<file path="src/rtl/uart_tx_sched_pkg.sv">
// Shared types for the UART transmit scheduler: frame FSM states and requester ids.
package uart_tx_sched_pkg;

  localparam int unsigned DATA_W = 8;

  typedef logic [DATA_W-1:0] byte_t;

  typedef enum logic [1:0] {
    IDLE  = 2'd0,
    START = 2'd1,
    BUSY  = 2'd2
  } state_t;

  typedef enum logic {
    REQ0 = 1'b0,
    REQ1 = 1'b1
  } req_id_t;

endpackage

</file>
<file path="src/rtl/uart_tx_fifo.sv">
// Byte FIFO between the requester arbiter and the frame FSM; FIFO_DEPTH must be a power of two.
module uart_tx_fifo
  import uart_tx_sched_pkg::*;
#(
  parameter int unsigned FIFO_DEPTH = 4
) (
  input  logic                        clock,
  input  logic                        reset_n,
  input  logic                        push,
  input  logic [7:0]                  push_data,
  input  logic                        pop,
  output logic [7:0]                  head_data,
  output logic [$clog2(FIFO_DEPTH):0] count,
  output logic                        full,
  output logic                        empty
);

  localparam int unsigned AW = $clog2(FIFO_DEPTH);
  localparam int unsigned CW = AW + 1;

  byte_t         mem_q [FIFO_DEPTH];
  logic [AW-1:0] wr_ptr_q, rd_ptr_q;
  logic [CW-1:0] count_q, count_d;
  logic          do_push, do_pop;

  assign full    = (count_q == CW'(FIFO_DEPTH));
  assign empty   = (count_q == '0);
  assign do_push = push & ~full;
  assign do_pop  = pop & ~empty;

  always_comb begin
    count_d = count_q;
    if (do_push && !do_pop)      count_d = count_q + CW'(1);
    else if (!do_push && do_pop) count_d = count_q - CW'(1);
  end

  // NOTE: sequential state uses non-blocking assignments so every flop samples pre-edge values.
  always_ff @(posedge clock) begin
    if (!reset_n) begin
      wr_ptr_q <= '0;
      rd_ptr_q <= '0;
      count_q  <= '0;
    end else begin
      if (do_push) wr_ptr_q <= wr_ptr_q + AW'(1);
      if (do_pop)  rd_ptr_q <= rd_ptr_q + AW'(1);
      count_q <= count_d;
    end
  end

  // NOTE: storage is left unreset; the pointers and count alone define which entries are valid.
  always_ff @(posedge clock) begin
    if (do_push) mem_q[wr_ptr_q] <= push_data;
  end

  assign head_data = mem_q[rd_ptr_q];
  assign count     = count_q;

endmodule

</file>
<file path="src/rtl/uart_tx_sched.sv">
// Round-robin arbitration of two byte requesters into a FIFO, feeding a UART transmit unit
// one frame at a time with a start-timeout watchdog.
module uart_tx_sched
  import uart_tx_sched_pkg::*;
#(
  parameter int unsigned FIFO_DEPTH    = 4,
  parameter int unsigned START_TIMEOUT = 4096
) (
  input  logic                        clock,
  input  logic                        reset_n,
  input  logic [1:0]                  cfg_parity_type,
  input  logic [1:0]                  cfg_baud_rate,
  input  logic                        req0_valid,
  input  logic [7:0]                  req0_data,
  output logic                        req0_ready,
  input  logic                        req1_valid,
  input  logic [7:0]                  req1_data,
  output logic                        req1_ready,
  output logic                        tx_send,
  output logic [7:0]                  tx_data,
  output logic [1:0]                  tx_parity_type,
  output logic [1:0]                  tx_baud_rate,
  input  logic                        tx_active,
  input  logic                        tx_done,
  output logic [$clog2(FIFO_DEPTH):0] fifo_count,
  output logic                        busy,
  output logic                        timeout_err
);

  localparam int unsigned TW = (START_TIMEOUT > 2) ? $clog2(START_TIMEOUT) : 1;

  state_t        state_q, state_d;
  req_id_t       last_q, last_d;
  logic          act_meta_q, act_s_q, done_meta_q, done_s_q;
  logic [TW-1:0] tmo_cnt_q;
  logic [7:0]    tx_data_q, head_data;
  logic [1:0]    parity_q, baud_q;
  logic          timeout_q, timeout_d;
  logic          grant0, grant1, fifo_full, fifo_empty, push, pop, start_expired;
  logic [7:0]    push_data;

  // Ready depends only on the registered count, so a same-cycle pop never frees a slot.
  assign grant0     = req0_valid & (~req1_valid | (last_q == REQ1));
  assign grant1     = req1_valid & (~req0_valid | (last_q == REQ0));
  assign req0_ready = grant0 & ~fifo_full;
  assign req1_ready = grant1 & ~fifo_full;
  assign push       = req0_ready | req1_ready;
  assign push_data  = req0_ready ? req0_data : req1_data;
  assign last_d     = req0_ready ? REQ0 : (req1_ready ? REQ1 : last_q);

  uart_tx_fifo #(.FIFO_DEPTH(FIFO_DEPTH)) u_fifo (
    .clock     (clock),
    .reset_n   (reset_n),
    .push      (push),
    .push_data (push_data),
    .pop       (pop),
    .head_data (head_data),
    .count     (fifo_count),
    .full      (fifo_full),
    .empty     (fifo_empty)
  );

  assign start_expired = (tmo_cnt_q == TW'(START_TIMEOUT - 1));

  always_ff @(posedge clock) begin
    if (!reset_n) state_q <= IDLE;
    else          state_q <= state_d;
  end

  // NOTE: every combinational output gets a default first, so no path can infer a latch.
  always_comb begin
    state_d = state_q;
    unique case (state_q)
      IDLE:    if (!fifo_empty) state_d = START;
      START:   if (act_s_q) state_d = BUSY;
               else if (start_expired) state_d = IDLE;
      BUSY:    if (!act_s_q && done_s_q) state_d = IDLE;
      default: state_d = IDLE;
    endcase
  end

  always_comb begin
    tx_send   = 1'b0;
    pop       = 1'b0;
    timeout_d = 1'b0;
    unique case (state_q)
      IDLE:    pop = ~fifo_empty;
      START: begin
        tx_send   = 1'b1;
        timeout_d = ~act_s_q & start_expired;
      end
      default: ;
    endcase
  end

  always_ff @(posedge clock) begin
    if (!reset_n) begin
      act_meta_q  <= 1'b0;
      act_s_q     <= 1'b0;
      done_meta_q <= 1'b0;
      done_s_q    <= 1'b0;
      last_q      <= REQ1;
      tmo_cnt_q   <= '0;
      tx_data_q   <= '0;
      parity_q    <= '0;
      baud_q      <= '0;
      timeout_q   <= 1'b0;
    end else begin
      act_meta_q  <= tx_active;
      act_s_q     <= act_meta_q;
      done_meta_q <= tx_done;
      done_s_q    <= done_meta_q;
      last_q      <= last_d;
      timeout_q   <= timeout_d;
      if (pop) begin
        tx_data_q <= head_data;
        parity_q  <= cfg_parity_type;
        baud_q    <= cfg_baud_rate;
        tmo_cnt_q <= '0;
      end else if (state_q == START) begin
        tmo_cnt_q <= tmo_cnt_q + TW'(1);
      end
    end
  end

  assign tx_data        = tx_data_q;
  assign tx_parity_type = parity_q;
  assign tx_baud_rate   = baud_q;
  assign timeout_err    = timeout_q;
  assign busy           = (state_q != IDLE) | (fifo_count != '0);

endmodule

</file>
<file path="config.mk">
export PLATFORM = sky130hd
export DESIGN_NAME = uart_tx_sched
export DESIGN_NICKNAME = d
export VERILOG_FILES = /design/src/rtl/uart_tx_sched_pkg.sv /design/src/rtl/uart_tx_fifo.sv /design/src/rtl/uart_tx_sched.sv
export SDC_FILE = /design/constraint.sdc
export NUM_CORES = 1
export LEC_CHECK = 0
export ABC_AREA = 1
export CAP_MARGIN = 20
export CORE_MARGIN = 1.5
export CORE_UTILIZATION = 51
export CTS_BUF_LIST = sky130_fd_sc_hd__clkbuf_4 sky130_fd_sc_hd__clkbuf_8
export DETAILED_ROUTE_END_ITERATION = 10
export GPL_ROUTABILITY_DRIVEN = 0
export PLACE_DENSITY_LB_ADDON = 0.15
export SLEW_MARGIN = 20
export SYNTH_ARGS = -nofsm -noshare
export SYNTH_HDL_FRONTEND = slang
export SYNTH_SLANG_ARGS = --single-unit
</file>
<file path="constraint.sdc">
create_clock -name clock -period 3.6 [get_ports clock]
set_input_delay 0.36 -clock clock [delete_from_list [all_inputs] [get_ports clock]]
set_output_delay 0.36 -clock clock [all_outputs]
set_load 0.05 [all_outputs]
</file>
==> results.json, run 1 <==
{
  "status": "complete, no violations",
  "setup-violations-final": 0,
  "ys_seq_area_frac": 0.585,
  "async_reset_ff_frac": 0,
  "max_freq_mhz": 374,
  "first_global_vias": 2079,
  "grt_remaining_overflow": 0,
  "crit_type": "in -> out",
  "grt_max_degree": 26,
  "end_kind": "output pin",
  "drt_iter0_markers": 157,
  "start_kind": "input pin",
  "antenna_found_initial": 0,
  "crit_start": "req0_valid",
  "synth.most_common_cell": "nand2_1",
  "ant_nets": 0,
  "via_count": 2247,
  "cts_resized": 0,
  "synth_top_area_cell": "edfxtp_1",
  "netlist_area_mm2": 0.00298,
  "clk_latency_ps": 350,
  "finalCritPeriodShare": 0.742,
  "rsz0062_at_grt": "no",
  "slew_viol_final": 0,
  "die_area_mm2": 0.00630,
  "finalSetupTns_ps": 0,
  "yosys.area.top_type_share": 0.323,
  "cts_root_buf": "clkbuf_8",
  "cts_setup_buffers": 0,
  "grt_usage": 0.203,
  "synth-edff-count": 32,
  "hpwl_um": 4030,
  "required_ps": 3240,
  "min_path_type": "reg -> reg",
  "num_io_pins": 46,
  "antenna-diode-count": 0,
  "fillCellCount": 458,
  "layout-drive-gt1-share": 0.0761,
  "power_leakage_nw": 1.46,
  "die_w_um": 79.4,
  "place.port_buffers": 45,
  "clock_sinks": 71,
  "syn_to_final_growth_pct": 23.9,
  "multi_input_area_mm2": 0.00104,
  "synth_ff_type": "dfxtp_1",
  "worstReg2RegEnd": "u_fifo.count[2]",
  "yosysWarnings": 0,
  "cts_tree": "yes",
  "rrSetupSlack_ps": 1350,
  "worstMarginPinSlew_ps": 820,
  "cts-hold-fix-buffers": 0,
  "period_needed_ps": 2670,
  "hold_violations": 0,
  "fp.dieH_um": 79.4,
  "ir_drop_uv": 570,
  "maxCapViolations": 0,
  "arrival_ps": 2310,
  "synth_fp_nets": 361,
  "hold_ws_ps": 414,
  "postSynthCellCount": 328,
  "reg2reg_depth": 11,
  "critical_path.endpoint": "req0_ready",
  "clockBufferDepth": 2,
  "wl_um": 5540,
  "layout.nets": 409,
  "powerDensity_mw_per_mm2": 804,
  "via_per_inst": 4.96,
  "clk_pin_slew_ps": 70,
  "synth_cell_types": 30,
  "ys_seq_elements": 71,
  "postLayoutCellArea_mm2": 0.00369,
  "synth_commonest_cells": "nand2_1 (57), nor2_1 (54), dfxtp_1 (39), o21ai_0 (39), inv_1 (35)",
  "drc": 0,
  "initial_core_util": 0.534,
  "fin_skew_ps": 7.94,
  "ys_top_cells_by_area": "edfxtp_1 (32%), dfxtp_1 (26%), nand2_1 (7.2%)",
  "grt_pass1_wl_um": 9660,
  "syn_avg_cell_area_um2": 9.08,
  "worstPathMaxFanout": 11,
  "wl_per_cell_um": 12.2,
  "cts_buffers": 9,
  "first_pass_iters": 4,
  "rr_startpoint": "u_fifo.count[0]",
  "cts_htree_levels": 3,
  "row_count": 27,
  "coreArea_mm2": 0.00557,
  "seqCellArea_mm2": 0.00174,
  "relSlewSlack": 0.452,
  "dpl_cell_area_mm2": 0.00347
}
## critical path: stages
cell and delay (ps):
clkdlybuf4s50_1 470, inv_1 40, o21ai_0 140, nand2_1 250, inv_2 220, clkdlybuf4s50_1 830
## cells by family after synthesis
kind of cell,after synthesis,synth area share
simple gates,134,0.195
flops,71,0.585
compound gates,66,0.115
buf+inv,48,0.0668
fa+ha+maj,7,0.0319
xor+xnor,2,0.00589
## layer usage
metal | part of all wire | GRT usage | vias to the layer above
li1 | - | - | 1176
met1 | 0.50 | 0.285 | 989
met2 | 0.42 | 0.299 | 70
met3 | 0.059 | 0.0491 | 12
met4 | 0.020 | 0.0877 | 0
met5 | 0 | 0 | -
## sequential cells by signal, summed over array words and instances, names as in the netlist
signal	flops
done_meta_q	1
state_q	2
u_fifo.mem_q	32
tmo_cnt_q	12
act_s_q	1
u_fifo.wr_ptr_q	2
act_meta_q	1
u_fifo.rd_ptr_q	2
done_s_q	1
tx_baud_rate	2
timeout_err	1
tx_parity_type	2
u_fifo.count	3
last_q	1
tx_data	8
## layout make-up
type	instances	share of cell area
Sequential cell	71	0.472
Clock buffer	9	0.0336
Timing Repair Buffer	45	0.122
Inverter	40	0.0407
Tap cell	72	0.0244
Clock inverter	7	0.0258
Multi-Input combinational cell	209	0.281
## cell usage in the layout (no fill, tap or decap), types with 4 or more instances in the layout
cell type / n
inv_2: 5
nand3_1: 6
clkdlybuf4s50_1: 45
nand4_1: 4
o21ai_0: 39
dfxtp_1: 39
ha_1: 6
clkbuf_8: 9
o22ai_1: 8
a21oi_1: 17
nand2_1: 57
inv_1: 35
nor2_1: 54
edfxtp_1: 32
## worst min path at each step
| stage | start | to | slack [ps] | depth (start not counted) |
|---|---|---|---|---|
| floorplan | act_meta_q | act_s_q | 390 | 2 |
| global placement | act_meta_q | act_s_q | 390 | 2 |
| detailed placement | act_meta_q | act_s_q | 400 | 2 |
| CTS | act_meta_q | act_s_q | 410 | 2 |
| global route | done_meta_q | done_s_q | 430 | 2 |
| finish | act_meta_q | act_s_q | 410 | 2 |
## where the power goes
| group | internal (mW) | switching, mW | leakage, nW |
|---|---|---|---|
| combinational | 0.359 | 0.762 | 0.746 |
| clock | 0.390 | 0.303 | 0.0995 |
| sequential | 1.04 | 0.110 | 0.618 |
| total | 1.79 | 1.18 | 1.46 |
## through the flow
stage	power (mW)	instances	setup WS, ps	utilization
finish	2.97	453	928	0.662
global route	3.16	453	785	0.662
CTS	2.99	453	908	0.662
detailed placement	2.29	437	917	0.622
global placement	2.26	437	964	0.622
floorplan	1.99	328	1370	-
Power figures use the tool's default switching activity.
==> run 2: changes to the inputs <==
==> constraint.sdc (replaced) <==
create_clock -name clock -period 2.7 [get_ports clock]
set_input_delay 0.27 -clock clock [delete_from_list [all_inputs] [get_ports clock]]
set_output_delay 0.27 -clock clock [all_outputs]
set_load 0.05 [all_outputs]
==> run 2 against run 1 <==
Die area unchanged; setup slack lost 420 ps; non-clock buffer count is 7 higher; clock skew increased by 1.4 ps; highest routed layer unchanged; critical path depth fell by 1; clock power increased by 11%; core utilization rose by 0.20 points; sequential share of layout area down 0.14 points; hold slack improved by 2.6 ps.
==> results.json, run 2 (synthesized netlist as in run 1, its figures left out) <==
{
  "largest_reg_flops": 32,
  "die_area_mm2": 0.00630,
  "required_ps": 2430,
  "worstMarginPinSlew_ps": 575,
  "cts-hold-fix-buffers": 0,
  "die_w_um": 79.4,
  "hpwl_um": 3900,
  "arrival_ps": 1920,
  "finalSetupTns_ps": 0,
  "min_path_type": "reg -> reg",
  "cts_root_buf": "clkbuf_8",
  "seqCellArea_mm2": 0.00174,
  "fillCellCount": 476,
  "clock_sinks": 71,
  "crit_start": "u_fifo.count[0]",
  "status": "complete, no violations",
  "cts_setup_buffers": 0,
  "clockBufferDepth": 2,
  "ant_nets": 0,
  "row_count": 27,
  "max_freq_mhz": 456,
  "setup-violations-final": 0,
  "place.port_buffers": 45,
  "powerDensity_mw_per_mm2": 1040,
  "reg2reg_depth": 11,
  "hold_violations": 0,
  "rr_startpoint": "u_fifo.count[0]",
  "power_leakage_nw": 1.50,
  "maxCapViolations": 0,
  "final_cell_mix": "nand2_1 (57), nor2_1 (54), clkdlybuf4s50_1 (44)",
  "clk_latency_ps": 350,
  "fin_skew_ps": 9.33,
  "wl_um": 5470,
  "layout.nets": 416,
  "final_common_cell": "nand2_1",
  "via_count": 2300,
  "worstReg2RegEnd": "u_fifo.count[2]",
  "grt_max_degree": 19,
  "grt_pass1_wl_um": 9320,
  "slew_viol_final": 0,
  "antenna_found_initial": 0,
  "clk_pin_slew_ps": 70,
  "place_ws_ps": 390,
  "grt_usage": 0.197,
  "fp.dieH_um": 79.4,
  "coreArea_mm2": 0.00557,
  "crit_type": "reg -> out",
  "start_kind": "flop",
  "initial_core_util": 0.534,
  "fin_ws_ps": 507,
  "ir_drop_uv": 557,
  "regMostFlops": "u_fifo.mem_q",
  "rrSetupSlack_ps": 720,
  "grt_remaining_overflow": 0,
  "critical_path.endpoint": "req1_ready",
  "worstPathMaxFanout": 4,
  "cts_htree_levels": 3,
  "antenna-diode-count": 0,
  "num_io_pins": 46,
  "cts_buffers": 9,
  "first_pass_iters": 4,
  "drt_iter0_markers": 81,
  "end_kind": "output pin",
  "first_global_vias": 2114,
  "relSlewSlack": 0.616,
  "multi_input_area_mm2": 0.00104,
  "syn_to_final_growth_pct": 24.3,
  "drc": 0,
  "cts_resized": 0,
  "rsz0062_at_grt": "no",
  "wl_per_cell_um": 11.9,
  "period_needed_ps": 2190,
  "via_per_inst": 5.00,
  "layout-drive-gt1-share": 0.0979,
  "finalCritPeriodShare": 0.812,
  "cts_tree": "yes"
}
## run 2: worst min-delay path by stage
| stage | depth (start not counted) | endpoint | slack [ps] | startpoint |
|---|---|---|---|---|
| after CTS | 2 | act_s_q | 420 | act_meta_q |
| after detailed placement | 2 | act_s_q | 400 | act_meta_q |
| after global routing | 2 | done_s_q | 430 | done_meta_q |
| final | 2 | act_s_q | 420 | act_meta_q |
| after floorplan | 2 | act_meta_q | 370 | tx_active |
| after global placement | 2 | act_s_q | 390 | act_meta_q |
## run 2: metal layers
layer  up-vias  part of all wire  GRT usage
met4         0             0.025      0.111
met3        12             0.037     0.0400
met1      1059              0.48      0.251
met5         -                 0          0
met2        40              0.46      0.312
li1       1189                 -          -
## run 2: metrics by stage
stage / total power [mW] / instances / utilization / hold WS (ps) / cell area [um2]
floorplan: 2.65 / 328 / - / 368 / 2980
detailed placement: 3.11 / 444 / 0.631 / 403 / 3520
global placement: 3.07 / 444 / 0.631 / 394 / 3520
CTS: 3.87 / 460 / 0.664 / 418 / 3700
finish: 3.85 / 460 / 0.664 / 416 / 3700
global route: 4.08 / 460 / 0.664 / 429 / 3700
## run 2: area by class of cell
cell class,count,area share
repair buffers,52,0.135
flip-flops and latches,71,0.471
multi-input cells,209,0.280
inverters,40,0.0406
clock inverters,1,0.00135
well taps,72,0.0244
clock buffers,15,0.0474
## run 2: power by group
group          internal (mW)  switching, mW  leakage [nW]
registers               1.39          0.139         0.618
clock network          0.410          0.363        0.0988
logic                  0.512           1.03         0.782
total                   2.31           1.54          1.50
## run 2: critical path, stage by stage, from the launching register on
cell,delay [ps]
dfxtp_1,380
inv_1,110
nand3_1,110
nand3_1,110
inv_1,80
clkdlybuf4s50_1,800
